<file path="src/rtl/af_register_pkg.sv">
// Shared CPU definitions for the accumulator/flag register.
// Flag indices, sequencer state codes and register reset values.
package af_register_pkg;

    localparam int FLAG_Z = 3;
    localparam int FLAG_N = 2;
    localparam int FLAG_H = 1;
    localparam int FLAG_C = 0;

    localparam logic [2:0] ST_IDLE    = 3'd0;
    localparam logic [2:0] ST_PUSH_HI = 3'd1;
    localparam logic [2:0] ST_PUSH_LO = 3'd2;
    localparam logic [2:0] ST_POP_LO  = 3'd3;
    localparam logic [2:0] ST_POP_HI  = 3'd4;

    localparam logic [7:0] A_RESET = 8'h00;
    localparam logic [3:0] F_RESET = 4'h0;

    typedef struct packed {
        logic z;
        logic n;
        logic h;
        logic c;
    } flags_t;

    function automatic logic [3:0] merge_flags(
        input logic [3:0] cur,
        input logic [3:0] nxt,
        input logic [3:0] mask
    );
        return (nxt & mask) | (cur & ~mask);
    endfunction

endpackage

</file>
<file path="src/rtl/af_register_if.sv">
// ALU commit, stack transfer and status bundle for af_register.
// master drives requests; slave is the register itself.
interface af_register_if;
    import af_register_pkg::*;

    logic       i_Alu_Valid;
    logic [7:0] i_Alu_A;
    logic       i_Alu_Write_A;
    logic [3:0] i_Alu_F;
    logic [3:0] i_Flag_Mask;
    logic       i_Push_Start;
    logic       i_Push_Ready;
    logic       o_Push_Valid;
    logic [7:0] o_Push_Data;
    logic       i_Pop_Start;
    logic       i_Pop_Valid;
    logic [7:0] i_Pop_Data;
    logic [7:0] o_A;
    logic [3:0] o_F;
    logic       o_Busy;
    logic       o_Done;
    logic       o_Collision;

    modport master (
        output i_Alu_Valid, i_Alu_A, i_Alu_Write_A, i_Alu_F, i_Flag_Mask,
        output i_Push_Start, i_Push_Ready,
        output i_Pop_Start, i_Pop_Valid, i_Pop_Data,
        input  o_Push_Valid, o_Push_Data,
        input  o_A, o_F, o_Busy, o_Done, o_Collision
    );

    modport slave (
        input  i_Alu_Valid, i_Alu_A, i_Alu_Write_A, i_Alu_F, i_Flag_Mask,
        input  i_Push_Start, i_Push_Ready,
        input  i_Pop_Start, i_Pop_Valid, i_Pop_Data,
        output o_Push_Valid, o_Push_Data,
        output o_A, o_F, o_Busy, o_Done, o_Collision
    );

endinterface

</file>
<file path="src/rtl/af_register.sv">
// Accumulator and flag register with masked ALU commit and a
// two-byte PUSH AF / POP AF sequencer.
module af_register
    import af_register_pkg::*;
(
    input  logic          i_Clk,
    input  logic          i_Reset,
    af_register_if.slave  bus
);

    logic [2:0] state;
    logic [2:0] state_nxt;
    logic [7:0] a_reg;
    logic [3:0] f_reg;
    logic [3:0] f_stage;
    logic       done_reg;
    logic       coll_reg;

    logic       idle;
    logic       alu_commit;
    logic       push_take;
    logic       pop_take;
    logic       collide;
    logic       finish;

    assign idle = (state == ST_IDLE);

    // ALU commit and push start may share a cycle; push wins over pop.
    assign alu_commit = idle && bus.i_Alu_Valid;
    assign push_take  = idle && bus.i_Push_Start;
    assign pop_take   = idle && bus.i_Pop_Start && !bus.i_Push_Start;

    always_comb begin
        collide = 1'b0;
        if (idle) begin
            collide = bus.i_Push_Start && bus.i_Pop_Start;
        end else begin
            collide = bus.i_Alu_Valid || bus.i_Push_Start ||
                      bus.i_Pop_Start;
        end
    end

    always_comb begin
        state_nxt = state;
        finish    = 1'b0;
        case (state)
            ST_IDLE: begin
                if (push_take) begin
                    state_nxt = ST_PUSH_HI;
                end else if (pop_take) begin
                    state_nxt = ST_POP_LO;
                end
            end
            ST_PUSH_HI: begin
                if (bus.i_Push_Ready) begin
                    state_nxt = ST_PUSH_LO;
                end
            end
            ST_PUSH_LO: begin
                if (bus.i_Push_Ready) begin
                    state_nxt = ST_IDLE;
                    finish    = 1'b1;
                end
            end
            ST_POP_LO: begin
                if (bus.i_Pop_Valid) begin
                    state_nxt = ST_POP_HI;
                end
            end
            ST_POP_HI: begin
                if (bus.i_Pop_Valid) begin
                    state_nxt = ST_IDLE;
                    finish    = 1'b1;
                end
            end
            default: begin
                state_nxt = ST_IDLE;
            end
        endcase
    end

    always_ff @(posedge i_Clk or posedge i_Reset) begin
        if (i_Reset) begin
            state    <= ST_IDLE;
            a_reg    <= A_RESET;
            f_reg    <= F_RESET;
            f_stage  <= 4'h0;
            done_reg <= 1'b0;
            coll_reg <= 1'b0;
        end else begin
            state    <= state_nxt;
            done_reg <= finish;
            coll_reg <= collide;
            if (alu_commit) begin
                f_reg <= merge_flags(f_reg, bus.i_Alu_F, bus.i_Flag_Mask);
                if (bus.i_Alu_Write_A) begin
                    a_reg <= bus.i_Alu_A;
                end
            end
            if (state == ST_POP_LO && bus.i_Pop_Valid) begin
                f_stage <= bus.i_Pop_Data[7:4];
            end
            // Both halves land together so a partial POP is never visible.
            if (state == ST_POP_HI && bus.i_Pop_Valid) begin
                a_reg <= bus.i_Pop_Data;
                f_reg <= f_stage;
            end
        end
    end

    always_comb begin
        bus.o_Push_Valid = 1'b0;
        bus.o_Push_Data  = 8'h00;
        case (state)
            ST_PUSH_HI: begin
                bus.o_Push_Valid = 1'b1;
                bus.o_Push_Data  = a_reg;
            end
            ST_PUSH_LO: begin
                bus.o_Push_Valid = 1'b1;
                bus.o_Push_Data  = {f_reg, 4'h0};
            end
            default: begin
                bus.o_Push_Valid = 1'b0;
                bus.o_Push_Data  = 8'h00;
            end
        endcase
    end

    assign bus.o_A         = a_reg;
    assign bus.o_F         = f_reg;
    assign bus.o_Busy      = !idle;
    assign bus.o_Done      = done_reg;
    assign bus.o_Collision = coll_reg;

endmodule

</file>
<file path="src/flat_wrapper.sv">
// flat-port wrapper written by rule: the top's interface ports become plain ports
module af_register_flat import af_register_pkg::*;
  (i_Clk, i_Reset, bus_i_Alu_Valid, bus_i_Alu_A, bus_i_Alu_Write_A, bus_i_Alu_F, bus_i_Flag_Mask, bus_i_Push_Start, bus_i_Push_Ready, bus_i_Pop_Start, bus_i_Pop_Valid, bus_i_Pop_Data, bus_o_Push_Valid, bus_o_Push_Data, bus_o_A, bus_o_F, bus_o_Busy, bus_o_Done, bus_o_Collision);
  af_register_if bus_i ();
  input  logic i_Clk;
  input  logic i_Reset;
  input wire logic [$bits(bus_i.i_Alu_Valid)-1:0] bus_i_Alu_Valid;
  input wire logic [$bits(bus_i.i_Alu_A)-1:0] bus_i_Alu_A;
  input wire logic [$bits(bus_i.i_Alu_Write_A)-1:0] bus_i_Alu_Write_A;
  input wire logic [$bits(bus_i.i_Alu_F)-1:0] bus_i_Alu_F;
  input wire logic [$bits(bus_i.i_Flag_Mask)-1:0] bus_i_Flag_Mask;
  input wire logic [$bits(bus_i.i_Push_Start)-1:0] bus_i_Push_Start;
  input wire logic [$bits(bus_i.i_Push_Ready)-1:0] bus_i_Push_Ready;
  input wire logic [$bits(bus_i.i_Pop_Start)-1:0] bus_i_Pop_Start;
  input wire logic [$bits(bus_i.i_Pop_Valid)-1:0] bus_i_Pop_Valid;
  input wire logic [$bits(bus_i.i_Pop_Data)-1:0] bus_i_Pop_Data;
  output wire logic [$bits(bus_i.o_Push_Valid)-1:0] bus_o_Push_Valid;
  output wire logic [$bits(bus_i.o_Push_Data)-1:0] bus_o_Push_Data;
  output wire logic [$bits(bus_i.o_A)-1:0] bus_o_A;
  output wire logic [$bits(bus_i.o_F)-1:0] bus_o_F;
  output wire logic [$bits(bus_i.o_Busy)-1:0] bus_o_Busy;
  output wire logic [$bits(bus_i.o_Done)-1:0] bus_o_Done;
  output wire logic [$bits(bus_i.o_Collision)-1:0] bus_o_Collision;
  assign bus_i.i_Alu_Valid = bus_i_Alu_Valid;
  assign bus_i.i_Alu_A = bus_i_Alu_A;
  assign bus_i.i_Alu_Write_A = bus_i_Alu_Write_A;
  assign bus_i.i_Alu_F = bus_i_Alu_F;
  assign bus_i.i_Flag_Mask = bus_i_Flag_Mask;
  assign bus_i.i_Push_Start = bus_i_Push_Start;
  assign bus_i.i_Push_Ready = bus_i_Push_Ready;
  assign bus_i.i_Pop_Start = bus_i_Pop_Start;
  assign bus_i.i_Pop_Valid = bus_i_Pop_Valid;
  assign bus_i.i_Pop_Data = bus_i_Pop_Data;
  assign bus_o_Push_Valid = bus_i.o_Push_Valid;
  assign bus_o_Push_Data = bus_i.o_Push_Data;
  assign bus_o_A = bus_i.o_A;
  assign bus_o_F = bus_i.o_F;
  assign bus_o_Busy = bus_i.o_Busy;
  assign bus_o_Done = bus_i.o_Done;
  assign bus_o_Collision = bus_i.o_Collision;
  af_register u_core (.i_Clk(i_Clk), .i_Reset(i_Reset), .bus(bus_i));
endmodule
</file>
<file path="config.mk">
export PLATFORM = sky130hd
export DESIGN_NAME = af_register_flat
export DESIGN_NICKNAME = d
export VERILOG_FILES = /design/src/rtl/af_register_pkg.sv /design/src/rtl/af_register_if.sv /design/src/rtl/af_register.sv /design/src/flat_wrapper.sv
export SDC_FILE = /design/constraint.sdc
export NUM_CORES = 1
export LEC_CHECK = 0
export CORE_ASPECT_RATIO = 0.5
export CORE_UTILIZATION = 40
export DETAILED_ROUTE_END_ITERATION = 8
export PLACE_DENSITY = 0.9
export SYNTH_ARGS = -nofsm -noshare
export SYNTH_HDL_FRONTEND = slang
export SYNTH_SLANG_ARGS = --single-unit
</file>
<file path="constraint.sdc">
create_clock -name i_Clk -period 2.05 [get_ports i_Clk]
set_input_delay 0.615 -clock i_Clk [delete_from_list [all_inputs] [get_ports i_Clk]]
set_output_delay 0.615 -clock i_Clk [all_outputs]
set_load 0.05 [all_outputs]
</file>
==> out/qor.yml <==
run_status:
  run_status: "finished clean"
global_routing:
  grt-ovfl-total: 0
  grt_pass1_vias: 958
  antenna_found_initial: 0
  grt_max_degree: 22
  track_usage: 0.214
  grt_pass1_wl_mm: 4.90
detailed_routing:
  post_drt_wl_per_cell_um: 16.7
  antenna_left: 0
  drc: 0
  first_iter_violations: 91
  num_vias: 1145
  via_per_inst: 5.30
  routed_wl_mm: 3.62
  first_pass_iters: 4
floorplanning:
  start_util: 0.441
  ios: 56
  die_w_um: 79.2
  dieArea_um2: 3210
  core_um2: 2700
  die_h_um: 40.6
  fp-row-count: 13
synthesis:
  synth_edf_count: 0
  syn_inst: 109
  netlist_area_um2: 1190
  async_flop_share: 1.00
  yosysSeqAreaShare: 0.441
  synth_cell_types: 33
  synth.top_cell.area_share: 0.441
  synth.area.top_cells: "dfrtp_1 44%, mux2_2 14%, mux2_1 5.7%"
  synth-main-ff-cell: "dfrtp_1"
  synth_nets: 141
  syn_avg_cell_area_um2: 10.9
  ys_warn_count: 0
  synth_seq_cells: 21
  synth_common_cells: "21 x dfrtp_1, 15 x mux2_2, 12 x nor2_1"
  synth_most_common_cell: "dfrtp_1"
  yosysTopAreaCell: "dfrtp_1"
sta:
  period_share: 0.982
  setup_slack_ps: 37.4
  tns_ps: 0
  worst_pin_slew_ps: 386
  fin_crit_ps: 2010
  fmax_mhz: 497
  slew_headroom: 0.742
  fin_skew_ps: 1.93
  finalSetupViolations: 0
  whs_ps: 522
  slew_viol_final: 0
  hold_violations: 0
setup_path:
  cp_cell_sequence: "and2b_2 > a22oi_2 > nor2_4 > buf_12"
  critPathLaunchType: "flip-flop"
  r2r_start: "u_core.state[0]"
  crit_arrival_ps: 1400
  worstPathMaxFanout: 5
  worst_path_max_delay_cell: "dfrtp_2"
  critPathLaunch: "u_core.state[0]"
  cp_top_family: "flip-flops"
  cp.required_ps: 1430
  critPathKind: "reg2out"
  end_kind: "output port"
  critPathMaxStageDelay_ps: 460
  cp_num_buf_inv: 1
placed_design:
  dp_cells: 205
  preCtsSetupSlack_ps: -283
  dp_hpwl_mm: 2.54
  place_area_um2: 1940
  portBuffers: 55
  gp_congestion: 0.911
cells_and_area:
  fin_util: 0.785
  fillers: 139
  drive_gt1_frac: 0.458
  n_antenna_cell: 0
  finalNonFillerCells: 216
  finalInstanceArea_um2: 2120
  syn_to_final_growth_pct: 78.0
  nets: 212
clock_tree:
  cts_buffers: 3
  cts_max_path_buffers: 2
  cts_tree: "yes"
  cts_htree_levels: 1
  insertion_delay_ps: 260
  clock_sinks: 21
  clockRootBuffer: "clkbuf_8"
  clkTransAtPathRegs_ps: 80
power:
  power_density_nw_per_um2: 1770
  leakage_nw: 0.889
  power_mw: 3.75
  vdd_drop_max_mv: 1.26
run:
  maxCapViolCount: 0
worst_hold_path:
  min_from: "u_core.f_stage[2]"
  min_path_type: "reg2reg"
==> logic make-up after synthesis <==
logic type / synth area share
compound gates: 0.147
buf+inv: 0.0515
flops: 0.441
mux: 0.199
simple gates: 0.162
==> final timing paths <==
| path | slack, ps | end | cells after the start |
|---|---|---|---|
| worst max register to register | 110 | u_core.bus.o_A[2] | 6 |
| worst max-delay path | 40 | bus_o_Push_Data[6] | 4 |
| max in group asynchronous | 1110 | u_core.state[1] | 3 |
| min in group asynchronous | 690 | u_core.bus.o_A[3] | 3 |
| worst min register to register | 520 | u_core.f_stage[2] | 1 |
| worst min-delay path | 520 | u_core.f_stage[2] | 1 |
==> per-layer routing <==
layer | global-route usage | vias up | part of all wire
met3 | 0.0409 | 4 | 0.035
met2 | 0.386 | 29 | 0.50
met4 | 0.0273 | 0 | 0.0083
met1 | 0.284 | 570 | 0.46
met5 | 0 | - | 0
li1 | - | 542 | -
==> power by group <==
part / switching, mW / leakage (nW) / internal [mW]
registers: 0.218 / 0.252 / 0.620
logic: 1.47 / 0.614 / 1.17
clock network: 0.136 / 0.0228 / 0.138
total: 1.82 / 0.889 / 1.93
==> layout by cell type, fill, tap and decap left out, types with 2 or more instances in the layout <==
master           Yosys  final
clkdlybuf4s50_1      0     31
buf_4                1     27
dfrtp_1             21     19
mux2_2              15     15
buf_12               0     12
inv_1                6      6
nor2_1              12      6
a21oi_1              6      6
mux2_1               6      6
nor2_4               0      6
o21ai_0              4      4
a31oi_1              4      4
a22oi_2              0      4
and3_4               0      4
clkbuf_8             0      3
nand3b_1             2      2
buf_6                1      2
dfrtp_2              0      2
==> final cells by class <==
| class | count | area (µm²) | share of cell area |
|---|---|---|---|
| clock buffers | 4 | 45.0 | 0.0212 |
| inverters | 6 | 22.5 | 0.0106 |
| multi-input cells | 76 | 703 | 0.332 |
| flip-flops and latches | 21 | 528 | 0.249 |
| well taps | 37 | 46.3 | 0.0218 |
| repair buffers | 72 | 776 | 0.366 |
==> repair_timing <==
action | CTS | global route
hold buffers | 0 | 0
buffers inserted | 0 | 6
gates cloned | 0 | 1
setup endpoints to repair | 12 | 17
pin swaps | 0 | 1
gates resized for setup | 10 | 9
Note: power is estimated with default switching activity, not from simulation.
